===== src/rtl/list_walk_pkg.sv =====
// ============================================================================
// Module      : list_walk_pkg
// Description : Shared defaults, FSM state type and helpers for list_walk_sched.
// Revision    : 1.0 - initial release
// ============================================================================
`default_nettype none

package list_walk_pkg;

    localparam int         LWS_PTR_W    = 8;
    localparam logic [7:0] LWS_NULL_PTR = 8'hFF;
    localparam int         LWS_MAX_LEN  = 255;

    typedef enum logic [1:0] {
        IDLE  = 2'd0,
        FETCH = 2'd1,
        WAIT  = 2'd2,
        EMIT  = 2'd3
    } lws_state_t;

    // Increment with wrap at n, used to advance the round-robin pointer.
    function automatic int wrap_inc(input int v, input int n);
        return (v + 1 >= n) ? 0 : v + 1;
    endfunction

endpackage

`default_nettype wire


===== src/rtl/list_walk_sched_rr_arb.sv =====
// ============================================================================
// Module      : rr_arb
// Description : Combinational round-robin arbiter; grants the first request at
//               or after rr_ptr, wrapping, as one-hot plus index.
// Revision    : 1.0 - initial release
// ============================================================================
`default_nettype none

module rr_arb #(
    parameter int N_REQ = 4,
    parameter int IDX_W = $clog2(N_REQ)
) (
    input  logic [N_REQ-1:0] req,
    input  logic [IDX_W-1:0] rr_ptr,
    output logic [N_REQ-1:0] gnt,
    output logic [IDX_W-1:0] gnt_idx,
    output logic             gnt_vld
);

    localparam int c_pw = IDX_W + 1;

    logic [c_pw-1:0] w_pos;
    logic            w_found;

    always_comb begin
        gnt     = '0;
        gnt_idx = '0;
        w_found = 1'b0;
        w_pos   = '0;
        for (int k = 0; k < N_REQ; k++) begin
            w_pos = {1'b0, rr_ptr} + c_pw'(k);
            if (w_pos >= c_pw'(N_REQ)) begin
                w_pos = w_pos - c_pw'(N_REQ);
            end
            if (!w_found && req[w_pos[IDX_W-1:0]]) begin
                w_found                 = 1'b1;
                gnt[w_pos[IDX_W-1:0]]   = 1'b1;
                gnt_idx                 = w_pos[IDX_W-1:0];
            end
        end
    end

    assign gnt_vld = w_found;

endmodule

`default_nettype wire


===== src/rtl/list_walk_sched.sv =====
// ============================================================================
// Module      : list_walk_sched
// Description : Round-robin scheduler sharing one linked-list walker between
//               N_REQ requesters. Optional loop guard: LWS_LOOP_GUARD_EN.
// Revision    : 1.0 - initial release
// ============================================================================
`default_nettype none

module list_walk_sched
    import list_walk_pkg::*;
#(
    parameter int               N_REQ    = 4,
    parameter int               PTR_W    = LWS_PTR_W,
    parameter logic [PTR_W-1:0] NULL_PTR = LWS_NULL_PTR
`ifdef LWS_LOOP_GUARD_EN
    ,
    parameter int               MAX_LEN  = LWS_MAX_LEN
`endif
) (
    input  logic                       clk,
    input  logic                       rst,
    input  logic [N_REQ-1:0]           req_vld,
    input  logic [N_REQ*PTR_W-1:0]     req_ptr,
    output logic [N_REQ-1:0]           req_rdy,
    output logic                       mem_rd_en,
    output logic [PTR_W-1:0]           mem_rd_addr,
    input  logic [PTR_W-1:0]           mem_rd_data,
    output logic [PTR_W-1:0]           out_ptr,
    output logic                       out_ptr_vld,
    output logic [$clog2(N_REQ)-1:0]   out_id,
    output logic                       out_last,
    input  logic                       out_rdy,
    output logic                       done_vld,
    output logic [$clog2(N_REQ)-1:0]   done_id,
    output logic [PTR_W-1:0]           done_len,
    output logic                       done_err
);

    localparam int c_idx_w = $clog2(N_REQ);

    lws_state_t         r_state;
    lws_state_t         w_state_nxt;
    logic [PTR_W-1:0]   r_cur;
    logic [PTR_W-1:0]   r_nxt;
    logic [PTR_W-1:0]   r_len;
    logic [c_idx_w-1:0] r_id;
    logic [c_idx_w-1:0] r_rr_ptr;
    logic               r_done_vld;
    logic [c_idx_w-1:0] r_done_id;
    logic [PTR_W-1:0]   r_done_len;
    logic               r_done_err;

    logic [N_REQ-1:0]   w_gnt;
    logic [c_idx_w-1:0] w_gnt_idx;
    logic               w_gnt_vld;
    logic [PTR_W-1:0]   w_start_ptr;
    logic               w_guard_hit;
    logic               w_last;

    rr_arb #(
        .N_REQ (N_REQ),
        .IDX_W (c_idx_w)
    ) u_rr_arb (
        .req     (req_vld),
        .rr_ptr  (r_rr_ptr),
        .gnt     (w_gnt),
        .gnt_idx (w_gnt_idx),
        .gnt_vld (w_gnt_vld)
    );

    assign w_start_ptr = req_ptr[w_gnt_idx*PTR_W +: PTR_W];

`ifdef LWS_LOOP_GUARD_EN
    assign w_guard_hit = (r_state == EMIT) && (r_len == PTR_W'(MAX_LEN - 1));
`else
    assign w_guard_hit = 1'b0;
`endif

    assign w_last = (r_nxt == NULL_PTR) || w_guard_hit;

    always_ff @(posedge clk) begin
        if (rst) begin
            r_state <= IDLE;
        end else begin
            r_state <= w_state_nxt;
        end
    end

    always_comb begin
        w_state_nxt = r_state;
        req_rdy     = '0;
        mem_rd_en   = 1'b0;
        mem_rd_addr = '0;
        out_ptr_vld = 1'b0;
        out_ptr     = '0;
        out_id      = '0;
        out_last    = 1'b0;
        case (r_state)
            IDLE: begin
                req_rdy = w_gnt;
                if (w_gnt_vld && (w_start_ptr != NULL_PTR)) begin
                    w_state_nxt = FETCH;
                end
            end
            FETCH: begin
                mem_rd_en   = 1'b1;
                mem_rd_addr = r_cur;
                w_state_nxt = WAIT;
            end
            WAIT: begin
                w_state_nxt = EMIT;
            end
            EMIT: begin
                out_ptr_vld = 1'b1;
                out_ptr     = r_cur;
                out_id      = r_id;
                out_last    = w_last;
                if (out_rdy) begin
                    w_state_nxt = w_last ? IDLE : FETCH;
                end
            end
            default: w_state_nxt = IDLE;
        endcase
    end

    // Walk context and completion report; a null start pointer completes at once.
    always_ff @(posedge clk) begin
        if (rst) begin
            r_cur      <= '0;
            r_nxt      <= '0;
            r_len      <= '0;
            r_id       <= '0;
            r_rr_ptr   <= '0;
            r_done_vld <= 1'b0;
            r_done_id  <= '0;
            r_done_len <= '0;
            r_done_err <= 1'b0;
        end else begin
            r_done_vld <= 1'b0;
            case (r_state)
                IDLE: begin
                    if (w_gnt_vld) begin
                        r_cur    <= w_start_ptr;
                        r_id     <= w_gnt_idx;
                        r_len    <= '0;
                        r_rr_ptr <= c_idx_w'(wrap_inc(int'(w_gnt_idx), N_REQ));
                        if (w_start_ptr == NULL_PTR) begin
                            r_done_vld <= 1'b1;
                            r_done_id  <= w_gnt_idx;
                            r_done_len <= '0;
                            r_done_err <= 1'b0;
                        end
                    end
                end
                WAIT: begin
                    r_nxt <= mem_rd_data;
                end
                EMIT: begin
                    if (out_rdy) begin
                        r_len <= r_len + PTR_W'(1);
                        r_cur <= r_nxt;
                        if (w_last) begin
                            r_done_vld <= 1'b1;
                            r_done_id  <= r_id;
                            r_done_len <= r_len + PTR_W'(1);
                            r_done_err <= w_guard_hit && (r_nxt != NULL_PTR);
                        end
                    end
                end
                default: ;
            endcase
        end
    end

    assign done_vld = r_done_vld;
    assign done_id  = r_done_id;
    assign done_len = r_done_len;
    assign done_err = r_done_err;

endmodule

`default_nettype wire


===== config.mk =====
export PLATFORM = sky130hd
export DESIGN_NAME = list_walk_sched
export DESIGN_NICKNAME = d
export VERILOG_FILES = /design/src/rtl/list_walk_pkg.sv /design/src/rtl/list_walk_sched_rr_arb.sv /design/src/rtl/list_walk_sched.sv
export SDC_FILE = /design/constraint.sdc
export NUM_CORES = 1
export LEC_CHECK = 0
export ABC_AREA = 1
export BUFFER_PORTS_ARGS = -buffer_cell sky130_fd_sc_hd__buf_4
export CAP_MARGIN = 15
export CORE_ASPECT_RATIO = 1.25
export CORE_UTILIZATION = 28
export CTS_BUF_LIST = sky130_fd_sc_hd__clkbuf_4 sky130_fd_sc_hd__clkbuf_8
export DETAILED_ROUTE_END_ITERATION = 8
export SLEW_MARGIN = 20
export SYNTH_ARGS = -nofsm -noshare
export SYNTH_HDL_FRONTEND = slang
export SYNTH_SLANG_ARGS = --single-unit

===== constraint.sdc =====
create_clock -name clk -period 3 [get_ports clk]
set_input_delay 0.15 -clock clk [delete_from_list [all_inputs] [get_ports clk]]
set_output_delay 0.15 -clock clk [all_outputs]
set_load 0.01 [all_outputs]

=== Yosys cells after proc, flatten, opt, wreduce, memory -nomap -nowiden ===
Index checks and enable logic that the tools add are counted.

* Bits in registers: 42
* Latch bits: 0
* RAM bits: 0
* Bits in read-only memories: 0
* Output and inout bits: 37
* Word-level logic and storage cells: 134
* Memories kept: 0

* $add $sub $neg: 9
* Multiply operators: 0
* Div/mod/pow operators: 0
* $lt $le $gt $ge: 13
* Eq/ne operators: 11
* Shift operators: 1
* Muxes and demuxes: 70
* Bitwise operators: 3
* Reduce and logical (&&, ||, !) cells: 17

{| class="wikitable"
|+ Operators with widths
! kind !! number
|-
| two-way mux 8 bit || 10
|-
| case mux 8 bit (2 select lines) || 3
|-
| two-way mux 2 bit || 16
|-
| variable part select 32 x 6 -> 8 bit || 1
|-
| two-way mux 1 bit || 24
|-
| two-way mux 4 bit || 5
|-
| == test 8 bit, second input constant || 2
|-
| greater-or-equal comparator 3 bit, second input constant || 4
|-
| less-than comparator 2 x 3 -> 1 bit, second input constant || 4
|-
| bitwise OR 4 bit || 3
|-
| != test 2 bit, second input constant || 5
|-
| adder 8 x 1 -> 8 bit, second input constant || 1
|-
| binary-select mux 1 bit (select 2 bit) || 4
|-
| demux 1 bit (select 2 bit) || 4
|-
| greater-or-equal comparator 2 x 1 -> 1 bit, second input constant || 4
|-
| logical AND 1 bit || 8
|-
| != test 8 bit, second input constant || 1
|-
| case mux 2 bit (4 select lines) || 1
|-
| subtractor 2 x 1 -> 2 bit, second input constant || 4
|-
| adder 2 x 1 -> 3 bit, second input constant || 2
|-
| adder 2 x 2 -> 3 bit, second input constant || 2
|-
| AND reduction 5 bit || 1
|-
| == test 2 bit, second input constant || 2
|-
| case mux 1 bit (2 select lines) || 2
|-
| other kinds (8) || 11
|}

=== Depth between registers and ports, before layout ===
Gate-level depths: netlist of the first run.

* Word-level depth: 19
* Gate-level depth with buffers: 22
* Depth with buffers taken out: 20

=== By module ===
Synthesis of the first run repeated with hierarchy kept, for this count alone.

* Cells, all modules: 465
* Area total of the unflattened synthesis: 2911.5 µm²

{| class="wikitable"
|+ Modules (own cells, without submodules)
! module !! times used !! cells each !! area an instance (µm²)
|-
| list_walk_sched || 1 || 391 || 2471.1
|-
| rr_arb || 1 || 74 || 440.4
|}

=== Worst setup path after synthesis of the first run ===
OpenSTA, ideal clock, no wires.

* Path kind: register -> register
* Start: reg r_rr_ptr[1]
* End: reg r_done_len[5] (netlist: done_len[5])
* Setup time: 0.114 ns
* Data arrival time: 2.570 ns
* Path slack: 0.316 ns
* Stages on the path, launching flop included: 21
* Path buffers: 2
* Clock period less this slack: 2.684 ns
* Cells stage by stage: dfxtp_1 > inv_1 > ha_1 > inv_1 > nand3_1 > nand2_2 > o21ai_1 > nand2_2 > nand3_4 > buf_6 > nand2_1 > nand3_1 > nand2_1 > nand2_1 > nor2_2 > nand2_2 > nand2_4 > nand2_4 > buf_6 > nor2_1 > nor2_2

* Cells in the longest elaborated chain, start to end: 18
* Elaborated cells between the ends (all ways): 42
* Classes of those cells: add/sub: 7; order compare: 4; eq/ne: 3; shift: 1; mux: 20; reduce/logical: 7

{| class="wikitable"
|+ RTL lines
! what !! line !! source
|-
| start: declaration || list_walk_sched.sv:47 || <nowiki>logic [c_idx_w-1:0] r_rr_ptr;</nowiki>
|-
| start signal: assignment || list_walk_sched.sv:146 || <nowiki>r_rr_ptr <= c_idx_w'(wrap_inc(int'(w_gnt_idx), N_REQ));</nowiki>
|-
| parallel branches: the longest is 17 deep, another holds adder 2 x 1 -> 3 bit || - ||
|-
| AND reduction 5 bit (no source line) (*) || - ||
|-
| end signal: assignment || list_walk_sched.sv:165 || <nowiki>r_done_len <= r_len + PTR_W'(1);</nowiki>
|-
| end: declaration || list_walk_sched.sv:50 || <nowiki>logic [PTR_W-1:0] r_done_len;</nowiki>
|}

Mark *: on every way between the ends. The select of a mux whose other input is x is not followed.
A chain may end at the register's enable or synchronous reset.

=== Worst setup path after layout of the first run ===
* Start: reg r_rr_ptr[0]
* End: reg r_cur[0]

* Cells in the longest elaborated chain, start to end: 17
* Elaborated cells between the ends (all ways): 42
* Classes of those cells: add/sub: 7; order compare: 4; eq/ne: 1; shift: 1; mux: 22; reduce/logical: 7

{| class="wikitable"
|+ RTL lines
! what !! line !! source
|-
| parallel branches: the longest is 17 deep, another holds adder 2 x 1 -> 3 bit || - ||
|-
| end signal: assignment || list_walk_sched.sv:143 || <nowiki>r_cur <= w_start_ptr;</nowiki>
|-
| end signal: assignment || list_walk_sched.sv:161 || <nowiki>r_cur <= r_nxt;</nowiki>
|-
| end: declaration || list_walk_sched.sv:43 || <nowiki>logic [PTR_W-1:0] r_cur;</nowiki>
|}

Parallel ways; which one is timed is not known. The select of a mux whose other input is x is not followed.

==> flow_summary.ini, run 1 <==
[clock_tree]
worst_skew_pair.late_latency_ns = 0.29
cts_max_level = 2
ctsResizeCount = 0
cts_root_buffer = clkbuf_8
clk_pin_slew_ns = 0.08
cts_buffers = 5
cts.sinks = 41
clockBufferDepth = 2
cts_tree = yes
holdBufCountCts = 0
post-cts-setup-buffer-count = 0

[timing]
max_freq_ghz = 0.3763
skew_ns = 0.006668
relSlewSlack_pct = 37.77
worstMarginPinSlew_ns = 0.9324
period_share_pct = 88.58
drv_slew = 0
min_period_ns = 2.657
finalSetupViolCount = 0
fin_ws_ns = 0.3426
finalHoldViolations = 0
rsz0062_at_grt = no
finalSetupTns_ns = 0

[worst_setup_path]
worstPathArrival_ns = 2.85
r2r-end = r_cur[0]$_SDFFE_PP0P_
worstSetupPathType = flop to flop
crit_end = r_cur[0]$_SDFFE_PP0P_
rr_startpoint = r_rr_ptr[0]$_SDFFE_PP0P_
r2r_slack_ns = 0.34
critPathMaxFanout = 21
crit_required_ns = 3.19
crit_start = r_rr_ptr[0]$_SDFFE_PP0P_
r2r_cells = 15
slowest_delay_ns = 0.37
slowest_stage = ha_1
crit_path_end_kind = flop
cp-start-kind = flop
path_cells = inv_2 > ha_1 > inv_1 > nand3_1 > nand2_2 > nor2_8 > nand3b_4 > buf_4 > nand2_2 > o21ai_0 > nand2_1 > buf_4 > clkinvlp_4 > o21ai_0 > a21oi_1

[power_and_ir_drop]
vdd_ir_drop_max_mv = 0.3065
power_density_nw_per_um2 = 999.1
leakagePower_nw = 2.125

[logic_synthesis]
synthFlopType = dfxtp_1
synth_edf_count = 0
synth_cell_types = 34
ys_ff_latch = 41
synth_fp_nets = 548
synth_top_area_share_pct = 27.10
ys_seq_area_share_pct = 27.10
async_flop_share_pct = 0
synth_largest_area_cell = dfxtp_1
synthCells = 487
synth_top_cells_by_area = dfxtp_1, nand2_1, inv_1
syn_avg_cell_area_um2 = 6.220
ys_warn_count = 0
synthesis.area_um2 = 3029

[routing]
drc = 0
ant_nets = 0
wire_per_inst_um = 11.86
dr.pass1.iters = 4
initialDrtViolationCount = 100
wirelength_um = 8287
via_count = 3269
via_per_inst = 4.677

[cells_and_area]
final_common_cell = nand2_1
finalNetCount = 627
layout_common_cells = nand2_1, buf_4, inv_1
drive_gt1_share_pct = 23.28
synthToLayoutAreaGrowth_pct = 28.01
fin_area_um2 = 3877
diodes = 0

[grt]
first_global_vias = 3264
grt_pass1_wl_um = 14290
overflow = 0
grt_antenna_before_repair = 0
grt_usage_pct = 15.63
grt_max_degree = 36

[floorplanning]
core_area_um2 = 10560
ioPinCount = 84
rows = 42
die_area_um2 = 11240
die_w_um = 95.03
start_util_pct = 28.68
die_h_um = 118.3

[placed_design]
place.gp.congestion = 0.8271
dp_hpwl_um = 6434
dpl_cell_area_um2 = 3760
io_buffers = 82
pre_cts_ws_ns = 0.2674

[status]
status = finished clean

[hold_path]
hp-class = input pin to flop

[job]
max_cap_viol_count = 0
[sequential cells by signal, summed over array words and instances, names as in the netlist]
register,cells
done_len,8
r_nxt,8
r_cur,8
r_len,8
r_state,2
r_id,2
r_rr_ptr,2
done_vld,1
done_id,2
[final cells by class]
type                       instances  area (um^2)
timing repair buffer              92        690.7
tap                              132        165.2
fill                            1141         6685
sequential                        41        820.8
clock buffer                       7        96.34
multi-input combinational        341         1774
inverter                          85        325.3
clock inverter                     1        5.005
[critical path: cells and delay by family (launching register included)]
family | cells | cell delay, ns
buf+inv | 5 | 0.75
simple gates | 6 | 0.71
fa+ha+maj | 1 | 0.37
compound gates | 3 | 0.37
flops | 1 | 0.35
[synth_stat cells, types with 5 or more instances]
library cell and instances:
ha_1 14, nor2_1 44, nand4_1 5, a21oi_1 38
dfxtp_1 41, nor2_2 5, inv_1 81, clkbuf_1 6
nand3_1 47, nand2_1 112, nand2_2 9, o21ai_0 32
nand3b_1 8
[routing by layer]
| layer | GRT usage (%) | vias up | routed length [um] |
|---|---|---|---|
| met5 | 0 | - | 0 |
| met4 | 4.640 | 0 | 135 |
| met3 | 2.252 | 9 | 410 |
| met2 | 27.88 | 88 | 4157 |
| met1 | 18.93 | 1478 | 3583 |
| li1 | - | 1694 | - |
[metrics by stage]
stage,cells,power (mW),hold slack (ns),utilization [%]
floorplan,487,2.792,0.2191,-
global placement,691,3.406,0.3735,35.60
detailed placement,691,3.449,0.3763,35.60
CTS,699,3.868,0.07109,36.56
global route,699,4.303,0.08370,36.71
finish,699,3.874,0.07186,36.71
[report_power, final]
part | switching [mW] | internal (mW) | total, mW
Sequential | 0.127 | 0.741 | 0.868
Clock | 0.192 | 0.208 | 0.400
Combinational | 1.67 | 0.938 | 2.61
Total | 1.99 | 1.89 | 3.87
[logic make-up after synthesis]
group           count (synthesis)  synth area share, %
fa+ha+maj                      14                5.783
simple gates                  245                38.08
other cells                     1               0.1238
flops                          41                27.10
compound gates                 81                14.25
buf+inv                       105                14.66
[how the worst min path moves through the flow]
stage                         from                     to  slack, ns  cells past startpoint
floorplan                      rst  r_len[5]$_SDFFE_PP0P_       0.22                      1
global placement    mem_rd_data[2]  r_nxt[2]$_SDFFE_PP0N_       0.37                      3
detailed placement  mem_rd_data[4]  r_nxt[4]$_SDFFE_PP0N_       0.38                      3
CTS                            rst  r_len[5]$_SDFFE_PP0P_       0.07                      2
global route                   rst  r_len[5]$_SDFFE_PP0P_       0.08                      2
finish                         rst  r_len[5]$_SDFFE_PP0P_       0.07                      2
Power figures use the tool's default switching activity.
==> run 2, diff against run 1 <==
SYNTH_HIERARCHICAL = 1   (was not set)
==> run 2 against run 1 <==
Via count shrank 4.6%; synthesized cell count shrank 4.5%; sequential share of layout area grew 0.21 points; non-clock buffer count grew 6; total power grew 6.8%; clock power grew 16%; critical endpoint is now done_len[1]$_SDFFE_PP0P_.
==> flow_summary.ini, run 2 <==
[timing]
drv_slew = 0
rsz0062_at_grt = no
finalHoldViolations = 0
finalSetupViolCount = 0
period_share_pct = 89.78
whs_ns = 0.08840
worstMarginPinSlew_ns = 0.7019
finalSetupTns_ns = 0
max_freq_ghz = 0.3713
relSlewSlack_pct = 53.15
skew_ns = 0.008997
min_period_ns = 2.693

[clock_tree]
worst_skew_pair.late_latency_ns = 0.29
clk_pin_slew_ns = 0.08
holdBufCountCts = 0
cts_tree = yes
cts_max_level = 2
clockBufferDepth = 2
cts_buffers = 5
cts.sinks = 41
cts_root_buffer = clkbuf_8

[logic_synthesis]
synthFlopType = dfxtp_1
ys_ff_latch = 41
synth_fp_nets = 524
ys_warn_count = 6
syn_avg_cell_area_um2 = 6.261
synthesis.area_um2 = 2912
synthTopCellsByCount = nand2_1, nor2_1, inv_1, dfxtp_1, a21oi_1
ys_seq_area_share_pct = 28.19
async_flop_share_pct = 0
synth_most_common_cell = nand2_1
synth_cell_types = 32
synth_top_area_share_pct = 28.19
synthCells = 465
synth_edf_count = 0
synth_largest_area_cell = dfxtp_1
synth_top_cells_by_area = dfxtp_1, nand2_1, nor2_1

[routing]
via_per_inst = 4.577
wirelength_um = 7746
ant_nets = 0
dr.pass1.iters = 4
initialDrtViolationCount = 172
wire_per_inst_um = 11.37
via_count = 3117
drc = 0

[hold_path]
hold_path_startpoint = mem_rd_data[3]
hp-class = input pin to flop

[worst_setup_path]
crit_start = r_rr_ptr[1]$_SDFFE_PP0P_
worstSetupPathType = flop to flop
critPathMaxFanout = 11
crit_path_end_kind = flop
crit_required_ns = 3.20
rr_startpoint = r_rr_ptr[1]$_SDFFE_PP0P_
worstPathArrival_ns = 2.89
cp-start-kind = flop

[power_and_ir_drop]
vdd_ir_drop_max_mv = 0.5187
power_mw = 4.137
leakagePower_nw = 2.042
power_density_nw_per_um2 = 1078

[grt]
first_global_vias = 2900
grt_max_degree = 30
grt_usage_pct = 14.68
grt_antenna_before_repair = 0
grt_pass1_wl_um = 12920
overflow = 0

[cells_and_area]
drive_gt1_share_pct = 29.89
layout_common_cells = nand2_1, buf_4, nor2_1
final_cells = 681
final_common_cell = nand2_1
finalNetCount = 610
fillers = 1047
diodes = 0
fin_util_pct = 37.98
synthToLayoutAreaGrowth_pct = 31.84

[floorplanning]
core_area_um2 = 10110
start_util_pct = 28.81
die_area_um2 = 10810
ioPinCount = 84
die_h_um = 116.0
die_w_um = 93.21
rows = 41

[job]
max_cap_viol_count = 0

[placed_design]
io_buffers = 82
place.gp.congestion = 0.8442
dp_hpwl_um = 6049
dp_cells = 669

[status]
status = finished clean
## run 2: changes by cell type after synthesis, moves of 4 or more
| cell | before | now |
|---|---|---|
| inv_1 | 81 | 43 |
| inv_2 | 3 | 18 |
| nand3_1 | 47 | 32 |
| o21ai_1 | 1 | 14 |
| clkinv_1 | 1 | 12 |
| o21ai_0 | 32 | 21 |
| nand3b_1 | 8 | 0 |
| nor2_2 | 5 | 12 |
| nor2_1 | 44 | 50 |
| o21bai_2 | 0 | 6 |
| a21oi_1 | 38 | 34 |
| a22oi_1 | 4 | 0 |
| nand4_1 | 5 | 9 |
## run 2: final timing paths
check	endpoint	slack, ns	depth (start not counted)
worst max-delay path	done_len[1]$_SDFFE_PP0P_	0.31	21
worst min-delay path	r_nxt[3]$_SDFFE_PP0N_	0.09	3
worst max register to register	done_len[1]$_SDFFE_PP0P_	0.31	21
worst min register to register	r_id[0]$_SDFFE_PP0P_	0.51	2
## run 2: cell families after synthesis
kind of cell | share of synthesized area, %
AOI/OAI and AO/OA | 16.24
DFF | 28.19
buffers and inverters | 14.22
other | 0.1288
and+or+nand+nor | 36.06
adders and majority gates | 5.157
## run 2: critical path, stage by stage, from the launching register on
cell and delay (ns):
dfxtp_1 0.33, inv_1 0.07, ha_4 0.29, inv_1 0.07, nand2_1 0.09, nand2_2 0.06, nor2_4 0.09, buf_4 0.18
nand4_1 0.11, nand3_2 0.14, buf_4 0.18, nand3_1 0.09, nand2_1 0.10, nand2_1 0.07, nor2_2 0.14, nand2_2 0.09
nand2_2 0.08, nand2_4 0.11, inv_8 0.13, nand2_1 0.06, nand2_1 0.07, nor2_2 0.04
## run 2: report_power, final
group | switching (mW) | internal (mW)
logic | 1.70 | 1.05
registers | 0.158 | 0.769
clock network | 0.194 | 0.271
## run 2: cell type report
class                   count  area [um^2]  area share, %
multi-input cells         329         1699          44.26
clock inverters             2        37.54         0.9778
repair buffers             98        735.7          19.17
inverters                  76        301.5          7.855
flip-flops and latches     41        820.8          21.38
clock buffers               6        82.58          2.151
well taps                 129        161.4          4.205
## run 2: layer usage
metal  track usage, %  part of all wire, %  vias to the layer above
li1                 -                    -                     1625
met1            18.76                   45                     1382
met5                0                    0                        -
met3            2.231                  5.0                       12
met2            25.05                   48                       98
met4            5.128                  1.5                        0
## run 2: timing repair
item | 4_1_cts | 5_1_grt
endpoints found under the setup margin | 0 | 12
gates resized for setup | 0 | 8
buffers inserted | 0 | 4
## run 2: per-stage QoR
stage	cell area [um^2]	worst slack (ns)
after global routing	3839	0.008199
after detailed placement	3655	0.03398
after floorplan	2912	0.1208
after global placement	3655	0.1497
final	3839	0.3067
after CTS	3775	0.009611
==> run 3, diff against run 2 <==
ABC_AREA = not set   (was 1)
==> run 3 against run 2 <==
The flow now finishes with violations (negative setup slack); sequential share of layout area decreased by 0.14 points; critical endpoint is now done_len[0]$_SDFFE_PP0P_; synthesized cell count decreased by 32%; highest routed layer unchanged; hold slack got worse by 0.011 ns; combinational power increased by 1%; first-iteration DRC count increased by 6.4%; die area decreased by 6.2%; sequential power decreased by 19%; non-clock buffer count increased by 24; fmax decreased by 13%.
==> flow_summary.ini, run 3 <==
[status]
status = finished with violations
violations = negative setup slack

[hold_path]
hold_depth = 3
hp-class = input pin to flop
hold_path_end = r_nxt[3]$_SDFFE_PP0N_
hold_path_startpoint = mem_rd_data[3]

[logic_synthesis]
synth_edf_count = 0
synth_top_area_share_pct = 30.08
synth_fp_nets = 374
synthFlopType = dfxtp_1
synthAdderAreaFrac_pct = 5.502
synth_largest_area_cell = dfxtp_1
synth_most_common_cell = dfxtp_1
synth_compound_area_share_pct = 18.25
async_flop_share_pct = 0
ys_ff_latch = 41
synthCells = 315
synthMuxAreaShare_pct = 15.73
synth_top_family_by_area = simple AND/OR/NAND/NOR gates
syn_avg_cell_area_um2 = 8.663
yosys.area_share.simple_pct = 23.98
synth_top_cells_by_area = dfxtp_1, mux4_1, ha_1
synth_cell_types = 44
synthTopCellsByCount = dfxtp_1, nand2_1, a21oi_1, and2_1, nor2_1
synthesis.area_um2 = 2729
ys_seq_area_share_pct = 30.08
ys_warn_count = 6
synthXorXnorAreaFrac_pct = 0.9629

[power_and_ir_drop]
power_mw = 3.919
power.share.sequential_pct = 19.3
switching_power_mw = 1.743
power_frac_clock_pct = 9.6
leakagePower_nw = 1.604
power_density_nw_per_um2 = 1005
vdd_ir_drop_max_mv = 0.5179
p_sw_share_pct = 44.46
combPwrFrac_pct = 71.1
p_int_mw = 2.177

[grt]
gr-usage-met1_pct = 19.23
overflow = 0
grt_antenna_before_repair = 0
use_met3_pct = 1.897
grt_usage_pct = 16.65
first_global_vias = 2783
grt_pass1_wl_um = 13720
grt_max_degree = 44
grt-busiest-layer = met2
grtUsageMet2_pct = 30.38

[placed_design]
io_buffers = 82
pre_cts_ws_ns = -0.1892
dp_hpwl_um = 5986
place.gp.congestion = 0.8220
dp_cells = 514
dpl_cell_area_um2 = 3530

[timing]
drv_slew = 0
finalSetupViolCount = 13
finalHoldViolations = 0
fin_ws_ns = -0.1105
min_period_ns = 3.111
max_freq_ghz = 0.3215
period_share_pct = 103.7
relSlewSlack_pct = 57.28
worstMarginPinSlew_ns = 0.6379
rsz0062_at_grt = yes
whs_ns = 0.07789
skew_ns = 0.01672

[worst_setup_path]
crit_path_frequent_cell = mux4_2
slowest_delay_ns = 0.47
r2r_cells = 12
crit_path_end_kind = flop
slowest_stage = or4_1
critPathMaxFanout = 7
worstPathArrival_ns = 3.34
r2r-end = done_len[0]$_SDFFE_PP0P_
worstSetupPathType = flop to flop
crit_required_ns = 3.23
path_cells = inv_4 > ha_4 > mux4_2 > and2b_2 > o21ai_2 > o31ai_4 > buf_12 > mux4_2 > and4_4 > a21oi_4 > or4_1 > a21oi_1
rr_startpoint = r_rr_ptr[0]$_SDFFE_PP0P_
cp-start-kind = flop
r2r_slack_ns = -0.11

[floorplanning]
die_w_um = 90.30
core_area_um2 = 9320
ioPinCount = 84
rows = 39
die_h_um = 112.4
die_area_um2 = 10150
start_util_pct = 29.28

[cells_and_area]
final_common_cell = buf_4
finalNetCount = 483
fin_area_um2 = 3899
final_cells = 548
layout_common_cells = buf_4, dfxtp_1, nand2_1
synthToLayoutAreaGrowth_pct = 42.87
drive_gt1_share_pct = 39.76
diodes = 0

[job]
max_cap_viol_count = 0

[routing]
via_count = 2811
wirelength_um = 8546
drc = 0
ant_nets = 0
wire_per_inst_um = 15.59
initialDrtViolationCount = 183
via_per_inst = 5.130
dr.pass1.iters = 5

[clock_tree]
cts_max_level = 2
cts.sinks = 41
worst_skew_pair.late_latency_ns = 0.31
cts_buffers = 5
holdBufCountCts = 0
cts_root_buffer = clkbuf_8
clockBufferDepth = 2
cts_tree = yes
clk_pin_slew_ns = 0.10
-- run 3: cells by family after synthesis --
| family | Yosys count |
|---|---|
| AOI/OAI and AO/OA | 77 |
| xor gates and xnor gates | 3 |
| adders and majority gates | 12 |
| buffers and inverters | 31 |
| DFF | 41 |
| muxes | 24 |
| other | 1 |
| and+or+nand+nor | 126 |
-- run 3: cell type report --
| type | instances | area (um^2) |
|---|---|---|
| multi-input combinational | 246 | 1854 |
| clock buffer | 5 | 68.82 |
| timing repair buffer | 122 | 943.4 |
| sequential | 41 | 828.3 |
| clock inverter | 3 | 17.52 |
| tap | 123 | 153.9 |
| fill | 922 | 5421 |
| inverter | 8 | 32.53 |
-- run 3: how the worst max path moves through the flow --
stage	startpoint	end	slack, ns	cells after the start
2_1_floorplan	r_rr_ptr[0]$_SDFFE_PP0P_	done_len[0]$_SDFFE_PP0P_	-0.23	14
6_report	r_rr_ptr[0]$_SDFFE_PP0P_	done_len[0]$_SDFFE_PP0P_	-0.11	12
3_5_place_dp	r_rr_ptr[1]$_SDFFE_PP0P_	done_len[7]$_SDFFE_PP0P_	-0.19	11
5_1_grt	r_rr_ptr[0]$_SDFFE_PP0P_	done_len[0]$_SDFFE_PP0P_	-0.23	12
3_3_place_gp	r_rr_ptr[1]$_SDFFE_PP0P_	done_len[4]$_SDFFE_PP0P_	-0.1	9
4_1_cts	r_rr_ptr[1]$_SDFFE_PP0P_	done_len[4]$_SDFFE_PP0P_	-0.11	12
-- run 3: repair_timing --
item | in CTS | in global routing
pin swaps | 19 | 6
gates cloned | 3 | 0
setup buffers | 17 | 6
endpoints found under the hold margin | 0 | 0
setup endpoints to repair | 13 | 13
resized for setup | 11 | 11
-- run 3: worst max-delay path: cells and delay by family (launching register included) --
family / cells / cell delay, ns
flops: 1 / 0.40
fa+ha+maj: 1 / 0.25
compound gates: 4 / 0.49
simple gates: 3 / 1.03
mux: 2 / 0.69
buf+inv: 2 / 0.20
-- run 3: per-stage QoR --
step                util [%]  TNS (ns)
finish                 41.83   -0.8534
global route           41.83    -2.376
CTS                    40.97   -0.8236
detailed placement     37.87    -1.656
global placement       37.87   -0.7516
floorplan                  -    -1.240
-- run 3: power by group through the flow --
| stage | Combinational, mW | Clock [mW] | Sequential [mW] |
|---|---|---|---|
| after floorplan | 1.62 | 0 | 0.748 |
| after global placement | 2.14 | 0 | 0.764 |
| after detailed placement | 2.19 | 0 | 0.771 |
| after CTS | 2.61 | 0.386 | 0.753 |
| after global routing | 3.00 | 0.408 | 0.772 |
| final | 2.79 | 0.376 | 0.755 |
-- run 3: metal layers --
metal,wire (um),vias up,part of all wire (%)
met5,0,-,0
met4,294,0,3.4
met3,350,20,4.1
met2,4402,90,52
met1,3499,1332,41
li1,-,1369,-
